[config.mk]
export PLATFORM = sky130hd
export DESIGN_NAME = seg_scan
export DESIGN_NICKNAME = d
export VERILOG_FILES = /design/src/rtl/seg_pkg.sv /design/src/rtl/seg_decode.sv /design/src/rtl/seg_scan.sv
export SDC_FILE = /design/constraint.sdc
export NUM_CORES = 1
export LEC_CHECK = 0
export CORE_ASPECT_RATIO = 1.75
export CORE_MARGIN = 3
export CORE_UTILIZATION = 53
export DETAILED_ROUTE_END_ITERATION = 10
export MAX_ROUTING_LAYER = met4
export PLACE_DENSITY_LB_ADDON = 0.25
export SYNTH_ARGS = -nofsm -noshare
export SYNTH_HDL_FRONTEND = slang
export SYNTH_SLANG_ARGS = --single-unit
[constraint.sdc]
create_clock -name clk -period 3.5 [get_ports clk]
set_input_delay 0.875 -clock clk [delete_from_list [all_inputs] [get_ports clk]]
set_output_delay 0.875 -clock clk [all_outputs]
set_load 0.05 [all_outputs]
[src/rtl/seg_pkg.sv]
// Shared constants for the seven-segment scanner: active-low glyphs {a,b,c,d,e,f,g,dp}
// with the decimal point dark, plus the all-off anode and cathode patterns.
package seg_pkg;
  localparam logic [7:0] CATH_OFF  = 8'hFF;
  localparam logic [7:0] ANODE_OFF = 8'hFF;

  localparam logic [7:0] SEG_0 = 8'b00000011;
  localparam logic [7:0] SEG_1 = 8'b10011111;
  localparam logic [7:0] SEG_2 = 8'b00100101;
  localparam logic [7:0] SEG_3 = 8'b00001101;
  localparam logic [7:0] SEG_4 = 8'b10011001;
  localparam logic [7:0] SEG_5 = 8'b01001001;
  localparam logic [7:0] SEG_6 = 8'b01000001;
  localparam logic [7:0] SEG_7 = 8'b00011111;
  localparam logic [7:0] SEG_8 = 8'b00000001;
  localparam logic [7:0] SEG_9 = 8'b00001001;
  localparam logic [7:0] SEG_A = 8'b00010001;
  localparam logic [7:0] SEG_B = 8'b11000001;
  localparam logic [7:0] SEG_C = 8'b01100011;
  localparam logic [7:0] SEG_D = 8'b10000101;
  localparam logic [7:0] SEG_E = 8'b01100001;
  localparam logic [7:0] SEG_F = 8'b01110001;
endpackage

[src/rtl/seg_decode.sv]
// Hex nibble to active-low segments {a..g}; purely combinational, zero latency,
// no flow control.
module seg_decode
  import seg_pkg::*;
(
  input  logic [3:0] nibble,
  output logic [6:0] seg
);

  always_comb begin
    seg = SEG_8[7:1];
    case (nibble)
      4'h0: seg = SEG_0[7:1];
      4'h1: seg = SEG_1[7:1];
      4'h2: seg = SEG_2[7:1];
      4'h3: seg = SEG_3[7:1];
      4'h4: seg = SEG_4[7:1];
      4'h5: seg = SEG_5[7:1];
      4'h6: seg = SEG_6[7:1];
      4'h7: seg = SEG_7[7:1];
      4'h8: seg = SEG_8[7:1];
      4'h9: seg = SEG_9[7:1];
      4'hA: seg = SEG_A[7:1];
      4'hB: seg = SEG_B[7:1];
      4'hC: seg = SEG_C[7:1];
      4'hD: seg = SEG_D[7:1];
      4'hE: seg = SEG_E[7:1];
      4'hF: seg = SEG_F[7:1];
    endcase
  end

endmodule

[src/rtl/seg_scan.sv]
// Eight-digit multiplexed seven-segment scanner with frame-aligned shadow load.
// anode/cathode lag scan state by one clock; load_req is held until load_ack, which only fires at frame boundaries.
module seg_scan
  import seg_pkg::*;
#(
  parameter int REFRESH_DIV = 100000,
  parameter int BLANK_CYC   = 16
) (
  input  logic        clk,
  input  logic        rst_n,
  input  logic [31:0] digits,
  input  logic [7:0]  digit_en,
  input  logic [7:0]  dp,
  input  logic        load_req,
  output logic        load_ack,
  output logic [7:0]  anode,
  output logic [7:0]  cathode
);

  localparam int CW = $clog2(REFRESH_DIV);

  logic [CW-1:0] cnt;
  logic [2:0]    idx;
  logic [31:0]   sh_digits;
  logic [7:0]    sh_en;
  logic [7:0]    sh_dp;
  logic          wrap;
  logic          boundary;
  logic          capture;
  logic          dark;
  logic [6:0]    seg;

  assign wrap     = (cnt == CW'(REFRESH_DIV - 1));
  assign boundary = wrap && (idx == 3'd7);
  assign capture  = boundary && load_req;
  assign dark     = (cnt < CW'(BLANK_CYC)) || !sh_en[idx];

  seg_decode u_decode (
    .nibble (sh_digits[{idx, 2'b00} +: 4]),
    .seg    (seg)
  );

  always_ff @(posedge clk or negedge rst_n) begin
    if (!rst_n) begin
      cnt       <= '0;
      idx       <= '0;
      sh_digits <= '0;
      sh_en     <= '0;
      sh_dp     <= '0;
      load_ack  <= 1'b0;
      anode     <= ANODE_OFF;
      cathode   <= CATH_OFF;
    end else begin
      cnt      <= wrap ? '0 : cnt + CW'(1);
      if (wrap) idx <= idx + 3'd1;
      load_ack <= capture;
      // Shadow only moves between frames so a frame never mixes old and new digits.
      if (capture) begin
        sh_digits <= digits;
        sh_en     <= digit_en;
        sh_dp     <= dp;
      end
      if (dark) begin
        anode   <= ANODE_OFF;
        cathode <= CATH_OFF;
      end else begin
        anode   <= ~(8'h01 << idx);
        cathode <= {seg, ~sh_dp[idx]};
      end
    end
  end

endmodule

==> results_dict.tcl, run 1 <==
set metrics [dict create \
    ir_drop_mv 0.404 \
    grt_max_degree 86 \
    p_leak_nw 2.22 \
    crit_chain "mux4_2, mux2_2, inv_1, ha_1, nor3_1, a211oi_1, o21ai_0" \
    syn_nets 358 \
    holdPathEnd "sh_digits[9]" \
    startpoint_type "flop" \
    ant_nets 0 \
    netlist_area_um2 3920 \
    cts_tree "done" \
    drive_above_1_share_pct 24.7 \
    r2r_setup_slack_ns 0.77 \
    grt_overflow 0 \
    core_area_um2 7010 \
    worst_path_largest_cell_delay_ns 0.84 \
    min_period_over_period_pct 78.1 \
    grt_pass1_vias 2556 \
    fp.dieH_um 120 \
    crit_required_ns 3.75 \
    dpl.hpwl_um 5360 \
    pre_cts_slack_ns 0.739 \
    rsz0062_at_grt "no" \
    regToRegEndpoint "cathode[4]" \
    hp-class "flop to flop" \
    rows 40 \
    htreeDepth 3 \
    antenna_found_initial 0 \
    max_freq_mhz 366 \
    cp_top_family "multiplexers" \
    avgSynthCellArea_um2 13.3 \
    critPathKind "flop to flop" \
    start_util_pct 55.9 \
    dr.first_iter.drc_count 149 \
    hold_viol_final 0 \
    synth-edff-count 0 \
    cts_buffers 9 \
    drv_slew 0 \
    root_buffer "clkbuf_16" \
    status "completed" \
    yosysUniqueCellTypes 36 \
    setup_viol 0 \
    arrival_ns 2.99 \
    hold_buffers 0 \
    track_usage_pct 19.6 \
    cts.sinks 85 \
    async_flop_share_pct 100 \
    crit_buf_inv 1 \
    cp.depth 7 \
    skew_ns 0.00712 \
    yosysWarnings 0 \
    cts_setup_buffers 0 \
    syn_inst 294 \
    die_w_um 71.0 \
    die_area_um2 8490 \
    layout.nets 428 \
    finalPower_mw 1.98 \
    cts_resized 0 \
    pin_count 68 \
    gp_congestion 0.902 \
    path_clk_slew_ns 0.06 \
    first_pass_iters 4 \
    worstPathMaxFanout 14 \
    holdPathStages 1 \
    slew_headroom_pct 32.7 \
    post-route-min-period_ns 2.73 \
    drc 0 \
    routedWlPerCell_um 16.5 \
    timing.rr.start "idx[0]" \
    grt_pass1_wl_um 12400 \
    drv_cap 0 \
    power_density_nw_per_um2 402 \
    slowest_stage "dfrtp_1" \
    num_vias 2532 \
    fin_ws_ns 0.765 \
    n_antenna_cell 0 \
    end_kind "flop" \
    viasPerCell 5.59 \
    clock_latency_ns 0.33 \
    wirelength_um 7500 \
    r2r_cells 7 \
    ys_seq_elements 85 \
    ys.flop_type "dfrtp_1" \
    min-delay-start "sh_digits[9]" \
    tightest_slew_ns 1.01 \
    portBuffers 67 \
    area_growth_syn_to_layout_pct 26.0 \
    clock_path_buffers 2 \
    yosysSeqAreaShare_pct 54.8 \
    tns_ns 0 \
]
[cell families (layout without fill, tap and decap cells)]
logic type	Yosys count	in the layout	synth area share [%]
flops	85	85	54.8
simple gates	74	74	9.43
mux	67	67	22.0
buf+inv	22	97	3.07
compound gates	17	17	2.97
xor+xnor	16	16	3.58
fa+ha+maj	13	13	4.15
[registers in the layout, summed over array words and instances, names as in the netlist]
name	flops
sh_digits	32
cnt	17
idx	3
sh_dp	8
cathode	8
anode	8
sh_en	8
load_ack	1
[stage by stage]
step / std cells / hold slack [ns] / cell area [um2] / utilization [%]
global route: 453 / 0.504 / 4930 / 70.4
floorplan: 294 / 0.452 / 3920 / -
global placement: 437 / 0.464 / 4640 / 66.2
CTS: 453 / 0.484 / 4930 / 70.4
finish: 453 / 0.482 / 4930 / 70.4
detailed placement: 437 / 0.471 / 4640 / 66.2
[power breakdown]
part | switching [mW] | internal (mW) | total, mW
registers | 0 | 0.984 | 0.984
clock network | 0.353 | 0.569 | 0.922
logic | 0.0265 | 0.0484 | 0.0749
[layout make-up]
class                   instances  area [um2]
well taps                      84         105
multi-input cells             187        1650
clock inverters                 4        47.5
clock buffers                  12         246
flip-flops and latches         85        2150
repair buffers                 72         706
inverters                       9        33.8
fillers                       490        2070
[cells in the mapped netlist (2+ instances only)]
library cell	number	area, um2
nor4_1	3	18.8
nand4_1	5	31.3
nor3_1	6	30.0
ha_1	13	163
mux4_2	10	225
mux2_1	9	101
xor2_1	5	43.8
buf_6	3	33.8
dfstp_2	16	420
a21oi_1	4	20.0
nand2_1	26	97.6
o221ai_1	5	43.8
nor2_1	14	52.6
dfrtp_1	69	1730
nor3b_1	2	15.0
inv_1	8	30.0
buf_2	9	45.0
o21ai_0	3	15.0
xnor2_1	11	96.3
nor2b_1	2	12.5
and4_1	2	17.5
mux2_2	42	473
a211oi_1	2	15.0
mux2i_1	6	60.1
nand3_1	8	40.0
[worst max-delay path by stage]
stage | from | to
6_report | idx[0] | cathode[4]
5_1_grt | idx[0] | cathode[4]
4_1_cts | idx[0] | cathode[4]
3_5_place_dp | idx[0] | cathode[4]
3_3_place_gp | idx[0] | cathode[4]
2_1_floorplan | idx[0] | cathode[4]
[per-layer routing]
layer	part of all wire (%)	track usage, %
met4	1.5	7.41
met2	55	33.4
met1	39	22.2
met3	4.8	4.44
met5	0	-
[placed cells by master (no fill, tap or decap), types with 2 or more instances in the layout]
cell type	count
a211oi_1	2
a21oi_1	4
and4_1	2
buf_4	6
clkbuf_1	2
clkbuf_16	9
clkdlybuf4s50_1	66
clkinv_2	2
dfrtp_1	69
dfstp_2	16
ha_1	13
inv_1	8
mux2_1	9
mux2_2	42
mux2i_1	6
mux4_2	10
nand2_1	26
nand3_1	8
nand4_1	5
nor2_1	14
nor2b_1	2
nor3_1	6
nor3b_1	2
nor4_1	3
o21ai_0	3
o221ai_1	5
xnor2_1	11
xor2_1	5
Power figures use the tool's default switching activity.
==> inputs of run 2 (changes only) <==
- CORE_UTILIZATION: 53 -> 48
- clock period: 3.5 -> 2.4 ns (I/O delays scaled with it)
==> run 2 against run 1 <==
  * Worst setup slack lost 0.62 ns
  * Critical path depth shrank 2
  * Sequential power grew 46%
  * Worst hold slack lost 0.28 ns
==> results_dict.tcl, run 2 (synthesis gave the netlist of run 1 again) <==
set metrics [dict create \
    path_clk_slew_ns 0.06 \
    grt_pass1_wl_um 12900 \
    drc 0 \
    pin_count 68 \
    wirelength_um 7930 \
    hold_viol_final 0 \
    tns_ns 0 \
    first_pass_iters 4 \
    gp_congestion 0.800 \
    fin_ws_ns 0.145 \
    pre_cts_slack_ns 0.0532 \
    portBuffers 67 \
    rows 43 \
    worst_path_largest_cell_delay_ns 0.75 \
    clock_path_buffers 2 \
    crit_chain "buf_4, mux4_2, nand2_1, a21oi_1, o221ai_1" \
    r2r_cells 5 \
    cts.sinks 85 \
    post-route-min-period_ns 2.25 \
    viasPerCell 5.52 \
    end_kind "flop" \
    track_usage_pct 19.0 \
    power_density_nw_per_um2 571 \
    drive_above_1_share_pct 26.3 \
    layout.nets 435 \
    dpl.hpwl_um 5880 \
    core_area_um2 7910 \
    grt_overflow 0 \
    fill_cells 612 \
    p_leak_nw 2.27 \
    n_antenna_cell 0 \
    ir_drop_mv 0.445 \
    crit_buf_inv 1 \
    area_growth_syn_to_layout_pct 28.2 \
    final_common_cell "dfrtp_1" \
    htreeDepth 3 \
    fp.dieH_um 125 \
    largest_reg_flops 32 \
    grt_pass1_vias 2654 \
    cts_tree "done" \
    tightest_slew_ns 0.960 \
    top_register "sh_digits" \
    worstPathMaxFanout 13 \
    root_buffer "clkbuf_16" \
    clock_latency_ns 0.34 \
    max_freq_mhz 444 \
    drv_cap 0 \
    regToRegEndpoint "cathode[2]" \
    dr.first_iter.drc_count 181 \
    die_area_um2 9320 \
    drv_slew 0 \
    cp_top_family "compound AO/OA/AOI/OAI gates" \
    hp-class "input port to asynchronous set/reset pin" \
    min_period_over_period_pct 93.9 \
    timing.rr.start "idx[0]" \
    arrival_ns 2.45 \
    slew_headroom_pct 36.0 \
    top_regs "sh_digits (32), cnt (17)" \
    critPathKind "flop to flop" \
    status "completed" \
    grt_max_degree 54 \
    slowest_stage "a21oi_1" \
    start_util_pct 49.5 \
    cts_buffers 9 \
    crit_required_ns 2.60 \
    ant_nets 0 \
    skew_ns 0.00560 \
    hold_buffers 0 \
    startpoint_type "flop" \
    setup_viol 0 \
    routedWlPerCell_um 17.0 \
    num_vias 2571 \
    r2r_setup_slack_ns 0.15 \
    die_w_um 74.3 \
    antenna_found_initial 0 \
    rsz0062_at_grt "no" \
    final_cell_mix "dfrtp_1, clkdlybuf4s50_1, mux2_2, nand2_1, dfstp_2" \
]
==> run 2: cell types whose count changed in the layout (fill, tap and decap cells not counted), sizes merged <==
cell,change
buf,+7
bufinv,-1
clkbuf,+3
clkinv,-1
clkinvlp,-1
==> run 2: final cells by class <==
| type | count | area, um2 | area share, % |
|---|---|---|---|
| well taps | 90 | 113 | 2.24 |
| clock buffers | 15 | 288 | 5.73 |
| inverters | 9 | 33.8 | 0.673 |
| clock inverters | 1 | 5.00 | 0.0997 |
| multi-input cells | 187 | 1650 | 32.8 |
| flip-flops and latches | 85 | 2150 | 42.8 |
| repair buffers | 79 | 783 | 15.6 |
==> run 2: worst max-delay path by stage <==
stage / cells after the start / from / slack [ns] / endpoint
after floorplan: 9 / idx[0] / 0.13 / cathode[4]
after global placement: 7 / idx[0] / 0.08 / cathode[4]
after detailed placement: 7 / idx[0] / 0.05 / cathode[4]
after CTS: 7 / idx[0] / 0.04 / cathode[4]
after global routing: 5 / idx[0] / 0.004 / cathode[3]
final: 5 / idx[0] / 0.15 / cathode[2]
==> run 2: timing repair <==
action                                  in CTS  in global routing
setup buffers                                0                  0
hold endpoints to repair                     0                  0
endpoints found under the setup margin       0                 52
resized for setup                            0                  1
==> run 2: power by group <==
group          switching [mW]  total (mW)  internal [mW]
clock                   0.503        1.32          0.812
sequential                  0        1.44           1.44
combinational          0.0400       0.114         0.0740
total                   0.543        2.86           2.32
==> run 2: worst register-to-register path, delay by kind of cell, from the launching register on <==
| kind | cells | cell delay [ns] |
|---|---|---|
| DFF | 1 | 0.48 |
| muxes | 1 | 0.34 |
| buffers and inverters | 1 | 0.20 |
| AOI/OAI and AO/OA | 2 | 1.06 |
| and+or+nand+nor | 1 | 0.05 |
==> run 2: through the flow <==
stage          cells  area, um2  power, mW  hold WS [ns]  utilization, %
2_1_floorplan    294       3920       1.46         0.304               -
3_3_place_gp     450       4720       1.58         0.466            59.7
3_5_place_dp     450       4720       1.58         0.480            59.7
4_1_cts          466       5020       2.90         0.219            63.4
5_1_grt          466       5020       2.96         0.243            63.5
6_report         466       5020       2.86         0.204            63.5
==> run 2: layer usage <==
metal  vias to the layer above  part of all wire, %  GRT usage (%)
met5                         -                    0              -
met4                         0                  3.4           9.43
met3                        17                  4.5           3.70
met2                        72                   53           30.6
met1                      1286                   39           22.4
li1                       1196                    -              -
